[config.mk]
export PLATFORM = sky130hd
export DESIGN_NAME = conv_window_gen
export DESIGN_NICKNAME = d
export VERILOG_FILES = /design/src/rtl/conv_window_gen_pkg.sv /design/src/rtl/conv_window_gen_line_buffer.sv /design/src/rtl/conv_window_gen.sv
export SDC_FILE = /design/constraint.sdc
export NUM_CORES = 2
export LEC_CHECK = 0
export BUFFER_PORTS_ARGS = -buffer_cell sky130_fd_sc_hd__buf_4
export CORE_MARGIN = 5
export CORE_UTILIZATION = 50
export CTS_CLUSTER_DIAMETER = 120
export DETAILED_ROUTE_END_ITERATION = 16
export MAX_ROUTING_LAYER = met4
export PLACE_DENSITY = 0.73
export SETUP_SLACK_MARGIN = 0.02
export SYNTH_ARGS = -nofsm -noshare
export SYNTH_HDL_FRONTEND = slang
export SYNTH_MEMORY_MAX_BITS = 65536
export SYNTH_SLANG_ARGS = --single-unit
export TNS_END_PERCENT = 10
[constraint.sdc]
create_clock -name clk -period 563.1 [get_ports clk]
set_clock_uncertainty 0.05 [all_clocks]
set_input_delay 56.31 -clock clk [delete_from_list [all_inputs] [get_ports clk]]
set_output_delay 56.31 -clock clk [all_outputs]
set_load 0.01 [all_outputs]
[src/rtl/conv_window_gen_pkg.sv]
// Shared CNN package: default pixel width and filter edge, plus the
// row-major patch index helper used by both the window generator and the
// convolution unit so their flattened image/filter buses agree.
//   CNN_DATA_WIDTH : default width of one pixel word
//   CNN_F          : default filter / window edge size
//   win_idx(r,c,f) : flat element index of patch element (r,c) = r*f + c
package conv_window_gen_pkg;

    localparam int CNN_DATA_WIDTH = 32;
    localparam int CNN_F          = 5;

    function automatic int win_idx(input int r, input int c, input int f);
        return r * f + c;
    endfunction

endpackage

[src/rtl/conv_window_gen_line_buffer.sv]
// line_buffer: DEPTH-deep shift FIFO of DATA_WIDTH words. One word enters
// and the oldest word leaves every cycle shift_en is high, so dout is the
// word pushed DEPTH shifts ago (the pixel one image row above).
//   clk      : clock
//   shift_en : advance the FIFO by one word
//   din      : word pushed on a shift
//   dout     : oldest word (DEPTH shifts old)
module line_buffer #(
    parameter int DATA_WIDTH = 32,
    parameter int DEPTH      = 32
) (
    input  logic                  clk,
    input  logic                  shift_en,
    input  logic [DATA_WIDTH-1:0] din,
    output logic [DATA_WIDTH-1:0] dout
);

    logic [DATA_WIDTH-1:0] mem [DEPTH];

    // NOTE: the storage array has no reset; a valid window never uses a word
    // that was not written in the current frame, so clearing it is wasted logic.
    always_ff @(posedge clk) begin
        if (shift_en) begin
            mem[0] <= din;
            for (int i = 1; i < DEPTH; i++) begin
                mem[i] <= mem[i-1];
            end
        end
    end

    assign dout = mem[DEPTH-1];

endmodule

[src/rtl/conv_window_gen.sv]
// conv_window_gen: turns a raster-order pixel stream into stride-1,
// unpadded F x F patches for a convolution unit.
//   clk          : sole clock, rising edge
//   reset        : synchronous, active-low
//   pixel_in     : pixel word, row-major, top-left first
//   pixel_valid  : pixel_in holds a pixel
//   pixel_ready  : pixel accepted this cycle if pixel_valid
//   window       : flattened patch, element (r,c) at DATA_WIDTH*(r*F+c)
//   window_valid : window holds a complete patch
//   window_ready : downstream consumes window this cycle
//   frame_done   : one-cycle pulse after the frame's last window is consumed
module conv_window_gen
    import conv_window_gen_pkg::*;
#(
    parameter int DATA_WIDTH = CNN_DATA_WIDTH,
    parameter int F          = CNN_F,
    parameter int W          = 32,
    parameter int H          = 32
) (
    input  logic                      clk,
    input  logic                      reset,
    input  logic [DATA_WIDTH-1:0]     pixel_in,
    input  logic                      pixel_valid,
    output logic                      pixel_ready,
    output logic [F*F*DATA_WIDTH-1:0] window,
    output logic                      window_valid,
    input  logic                      window_ready,
    output logic                      frame_done
);

    localparam int CW = (W > 1) ? $clog2(W) : 1;
    localparam int RW = (H > 1) ? $clog2(H) : 1;

    localparam logic [CW-1:0] COL_LAST  = CW'(W - 1);
    localparam logic [RW-1:0] ROW_LAST  = RW'(H - 1);
    localparam logic [CW-1:0] COL_FIRST = CW'(F - 1);
    localparam logic [RW-1:0] ROW_FIRST = RW'(F - 1);

    logic [CW-1:0] col;
    logic [RW-1:0] row;
    logic          last_win;   // the pending window is the frame's final one

    logic [DATA_WIDTH-1:0] win      [F][F];
    logic [DATA_WIDTH-1:0] lb_in    [F-1];
    logic [DATA_WIDTH-1:0] lb_out   [F-1];
    logic [DATA_WIDTH-1:0] col_data [F];

    logic accept;
    logic completes;
    logic at_last;

    // A pending, unconsumed window freezes the whole pipeline.
    assign pixel_ready = !(window_valid && !window_ready);
    assign accept      = pixel_valid && pixel_ready;
    // Only full-height, full-width positions of the current row make a patch,
    // which also keeps previous-frame line-buffer data out of every window.
    assign completes   = accept && (row >= ROW_FIRST) && (col >= COL_FIRST);
    assign at_last     = (row == ROW_LAST) && (col == COL_LAST);

    // Line buffers are chained: buffer i outputs the pixel i+1 rows above.
    // NOTE: every variable driven in always_comb gets a value on every path
    // (defaults first); otherwise synthesis infers a latch.
    always_comb begin
        lb_in[0] = pixel_in;
        for (int i = 1; i < F - 1; i++) begin
            lb_in[i] = lb_out[i-1];
        end
    end

    for (genvar i = 0; i < F - 1; i++) begin : g_lb
        line_buffer #(
            .DATA_WIDTH (DATA_WIDTH),
            .DEPTH      (W)
        ) u_lb (
            .clk      (clk),
            .shift_en (accept),
            .din      (lb_in[i]),
            .dout     (lb_out[i])
        );
    end

    // New right-hand column of the window: oldest row on top, new pixel at bottom.
    always_comb begin
        col_data[F-1] = pixel_in;
        for (int r = 0; r < F - 1; r++) begin
            col_data[r] = lb_out[F-2-r];
        end
    end

    // NOTE: sequential state uses non-blocking assignments so every register
    // samples pre-edge values, independent of statement order.
    always_ff @(posedge clk) begin
        if (!reset) begin
            col          <= '0;
            row          <= '0;
            window_valid <= 1'b0;
            frame_done   <= 1'b0;
            last_win     <= 1'b0;
            for (int r = 0; r < F; r++) begin
                for (int c = 0; c < F; c++) begin
                    win[r][c] <= '0;
                end
            end
        end else begin
            frame_done <= window_valid && window_ready && last_win;

            if (accept) begin
                for (int r = 0; r < F; r++) begin
                    for (int c = 0; c < F - 1; c++) begin
                        win[r][c] <= win[r][c+1];
                    end
                    win[r][F-1] <= col_data[r];
                end

                if (col == COL_LAST) begin
                    col <= '0;
                    row <= (row == ROW_LAST) ? '0 : row + 1'b1;
                end else begin
                    col <= col + 1'b1;
                end
            end

            // A completing pixel in the consume cycle keeps valid high
            // with the fresh patch (one window per cycle).
            if (completes) begin
                window_valid <= 1'b1;
                last_win     <= at_last;
            end else if (window_ready) begin
                window_valid <= 1'b0;
            end
        end
    end

    always_comb begin
        window = '0;
        for (int r = 0; r < F; r++) begin
            for (int c = 0; c < F; c++) begin
                window[DATA_WIDTH*win_idx(r, c, F) +: DATA_WIDTH] = win[r][c];
            end
        end
    end

endmodule

; Word level (Yosys, flattened, before mapping)
; Memory sizes are Yosys's and may differ from the RTL's.
; Index checks and enable logic that the tools add are counted.
[op_classes]
n_reduce_logical = 11
n_lt_le_gt_ge = 2
eq_ne = 2
mux = 34
add_sub_neg = 2
bitwise_logic = 25
[op_table]
columns = cell, count
row1 = two-way mux 32 bit, 25
row2 = bitwise OR 1 bit, 25
row3 = "adder 5 x 1 -> 5 bit, second input constant", 2
row4 = "equality test 5 bit, second input constant", 2
row5 = ">= comparator 5 x 3 -> 1 bit, second input constant", 2
row6 = two-way mux 5 bit, 2
row7 = logical AND 1 bit, 7
row8 = two-way mux 1 bit, 7
row9 = logical NOT 1 bit, 2
row10 = AND reduction 2 bit, 1
row11 = nonzero test 2 bit, 1
[totals]
input_bits = 36
out_inout_bits = 803
elab_cells = 86
n_memories = 5
regBits = 13
ramBits = 4896
[memory_table]
columns = name, words, width, rd, rd_ports_with_merged_regs, write_ports, line
row1 = g_lb[0].u_lb.mem, 32, 32, 32, 0, 32, conv_window_gen_line_buffer.sv:18  ; logic [DATA_WIDTH-1:0] mem [DEPTH];
row2 = g_lb[1].u_lb.mem, 32, 32, 32, 0, 32, conv_window_gen_line_buffer.sv:18
row3 = g_lb[2].u_lb.mem, 32, 32, 32, 0, 32, conv_window_gen_line_buffer.sv:18
row4 = g_lb[3].u_lb.mem, 32, 32, 32, 0, 32, conv_window_gen_line_buffer.sv:18
row5 = win, 5, 160, 5, 0, 5, conv_window_gen.sv:43  ; logic [DATA_WIDTH-1:0] win [F][F];

; Logic depth before layout (Yosys ltp)
[logic_depth]
word_depth = 8
mapped_depth = 7

; Modules after synthesis
; Synthesis repeated with hierarchy kept, for this count alone.
[hier_totals]
hier_cells = 5998
area_unflattened_um2 = 154206.6
[modules_own_cells]
columns = mod, n_inst, area_per_inst_um2, cells_per_inst
row1 = line_buffer, 4, 30989.7, 1056
row2 = conv_window_gen, 1, 30247.8, 1774

; Worst setup path after synthesis
; OpenSTA, ideal clock, no wires.
[synth_timing]
path_type = input-to-reg
start = in pixel_valid
end = mem g_lb[0].u_lb.mem[0][0] (enable)
setup_ns = 8.724
arrival_ns = 225.955
n_path_buf = 1
stages = 3
setup_slack_ns = 328.371
cell_sequence = inv_1 clkbuf_1 nor2_1
[synth_rtl]
columns = item, line
row1 = start: declaration, conv_window_gen.sv:23  ; input logic pixel_valid,
row2 = end: declaration, conv_window_gen_line_buffer.sv:18

; Worst setup path in the final report
[layout_timing]
start = in window_ready
end = out pixel_ready
[layout_between]
elab_chain_len = 3
[layout_rtl]
columns = item, line
row1 = start: declaration, conv_window_gen.sv:27  ; input logic window_ready,
row2 = logical NOT 1 bit, conv_window_gen.sv:53  ; assign pixel_ready = !(window_valid && !window_ready);
row3 = logical AND 1 bit, conv_window_gen.sv:53
row4 = logical NOT 1 bit, conv_window_gen.sv:53
row5 = end: declaration, conv_window_gen.sv:24  ; output logic pixel_ready,
; Every way passes these cells.

==> metrics.txt <==
core area 0.3056 mm^2; warning count from the yosys run 0; # DRC 0; Slew Viols, Final 0; Placement Setup Slack 448.64 ns; nature of the critical path endpoint output pin; Clock Latency Late Sink 0.96 ns; Hold Fails Final Rpt 0; RSZ-0062 raised after global routing false; WS Path Type in2out; via/cell ratio 4.811; vias in the first global route 56.47k; RD Place Congestion 0.8916; post-CTS sizing 0; post-route cell area 0.1797 mm^2; Pwr per Cell Area 4.193 mW/mm^2; Final HPWL DP 121.8 mm; WHS Path Cells 0; initial drt markers 4879; static leakage 63.39 nW; wirelength, routed 224.8 mm; Avg Inst Size Synth 26.11 um^2; Overall Global Routing Usage 14.12%; port buffer count 838; CTS buffer count 454; layout net count 7171; Die Width 563.6 um; Tcrit/Tclk final 20.34%; DP Area 0.1647 mm^2; area grow syn2layout 17.24%; CTS tree built; commonest non-fill, non-tap cell in the layout edfxtp_1; Tightest Hold Check Type reg2reg; DRT Pass-1 Iters 5; Setup TNS 0 ns; hold slack 0.2945 ns; die footprint 0.3177 mm^2; Reg2Reg Depth 12; # IOs 839; min Tclk post-route 114.52 ns; WP data required 506.74 ns; clock buffer depth 4; post-CTS setup buffers 0; largest net degree at the start of global routing 234; Cell Area, Synth 0.1532 mm^2; actual slew at the worst max-slew pin 1.209 ns; CP Max Fanout 13; post-synth net total 5912; Row Count 203; Max Cap Violations 0; max_slew headroom 19.24%; share of cells above drive strength 1 20.74%; hold_buf cts 0; FILL cells 21.03k; DR WL/cell 19.36 um; Post-DRT Antenna Nets 0; CTS Sinks 4909; achievable frequency 0.008732 GHz; final setup margin 448.58 ns; count of cell types in the netlist 35; CTS root buf clkbuf_16; Seq/Total Area, Yosys 96.11%; Post-synth top flop edfxtp_1; GRT Residual Overflow 0; antenna violations before repair 5; Initial Util 50.15%; Async S/R FF share, synth 0%; synthesized flop and latch total 4909; die outline height 563.6 um; power after layout 0.7533 mW; H-Tree Depth 5; final setup vio count 0; WP data arrival 58.16 ns; Worst VDD drop 0.002863 mV; outcome finished clean; via count 55.86k; Post-synth EDFFs 4896; Worst setup SP type input port; Mapped Cells 5870; most frequent cells in the layout 4896 x edfxtp_1, 889 x buf_4, 800 x and2_1; clock slew at reported path FFs 0.06 ns; first-pass GRT wire length 340.0 mm
[metrics by stage]
step,utilization [%],cells
2_1_floorplan,-,5870
3_3_place_gp,53.91,10770
3_5_place_dp,53.91,10770
4_1_cts,58.80,11610
5_1_grt,58.80,11610
6_report,58.80,11610
[registers in the layout, summed over array words and instances, names as in the netlist]
name,flops
col,5
frame_done,1
g_lb.u_lb.mem,4096
last_win,1
row,5
win,800
window_valid,1
[cells in the mapped netlist, drive strengths merged (2+ instances only)]
master,number,area share (%)
o31ai,4,0.020
and3,2,0.0082
nor3,2,0.014
a21oi,8,0.026
ha,6,0.049
nor2b,3,0.012
and2,800,3.3
nand2,2,0.0049
clkbuf,84,0.27
or3,2,0.0082
nand3,4,0.013
inv,9,0.022
edfxtp,4896,96
nor2,2,0.0049
buf,10,0.064
o21ai,4,0.013
nand4,7,0.029
dfxtp,13,0.17
[power by group]
group,internal [mW],total [mW],leakage [nW],switching (mW)
Sequential,0.426,0.433,49.0,0.00712
Combinational,0.00564,0.0178,7.09,0.0121
Clock,0.173,0.303,7.26,0.130
Total,0.604,0.753,63.4,0.149
[path summary, 6_finish.rpt]
check | endpoint | slack (ns) | startpoint
worst max-delay path | pixel_ready | 448.58 | window_ready
worst min-delay path | g_lb[1].u_lb.mem[0][192]$_DFFE_PP_ | 0.29 | g_lb[1].u_lb.mem[0][160]$_DFFE_PP_
worst max register to register | g_lb[0].u_lb.mem[1][11]$_DFFE_PP_ | 552.77 | window_valid$_SDFFE_PN0P_
worst min register to register | g_lb[1].u_lb.mem[0][192]$_DFFE_PP_ | 0.29 | g_lb[1].u_lb.mem[0][160]$_DFFE_PP_
[logic make-up (layout without fill, tap and decap cells)]
family	after synthesis	in the layout	synth area share, %
adder cells (fa/ha/maj)	6	6	0.04899
AO/OA/AOI/OAI	23	23	0.09799
other	0	4	0
flip-flops	4909	4909	96.11
buffers and inverters	103	1740	0.3576
AND/OR/NAND/NOR	828	828	3.381
multiplexers	1	1	0.006532
[cell type report]
| cell class | count | area, um^2 | share of cell area (%) |
|---|---|---|---|
| tap | 4100 | 5130 | 2.855 |
| multi-input combinational | 858 | 5435 | 3.025 |
| clock inverter | 299 | 3278 | 1.825 |
| timing repair buffer | 897 | 6834 | 3.804 |
| inverter | 9 | 33.78 | 0.01880 |
| sequential | 4909 | 147300 | 81.97 |
| clock buffer | 535 | 11660 | 6.493 |
| antenna | 4 | 10.01 | 0.005571 |
[worst max-delay path: stages]
cell	delay, ns
buf_4	0.12
nor2b_1	0.91
inv_1	0.52
buf_4	0.30
[per-layer routing]
| layer | GRT usage [%] | vias up | routed length (um) |
|---|---|---|---|
| met2 | 21.42 | 1574 | 105300 |
| met3 | 4.747 | 436 | 19380 |
| met1 | 18.44 | 28290 | 94190 |
| met5 | - | - | 0 |
| li1 | - | 25560 | - |
| met4 | 4.029 | 0 | 5922 |
Power figures use the tool's default switching activity.
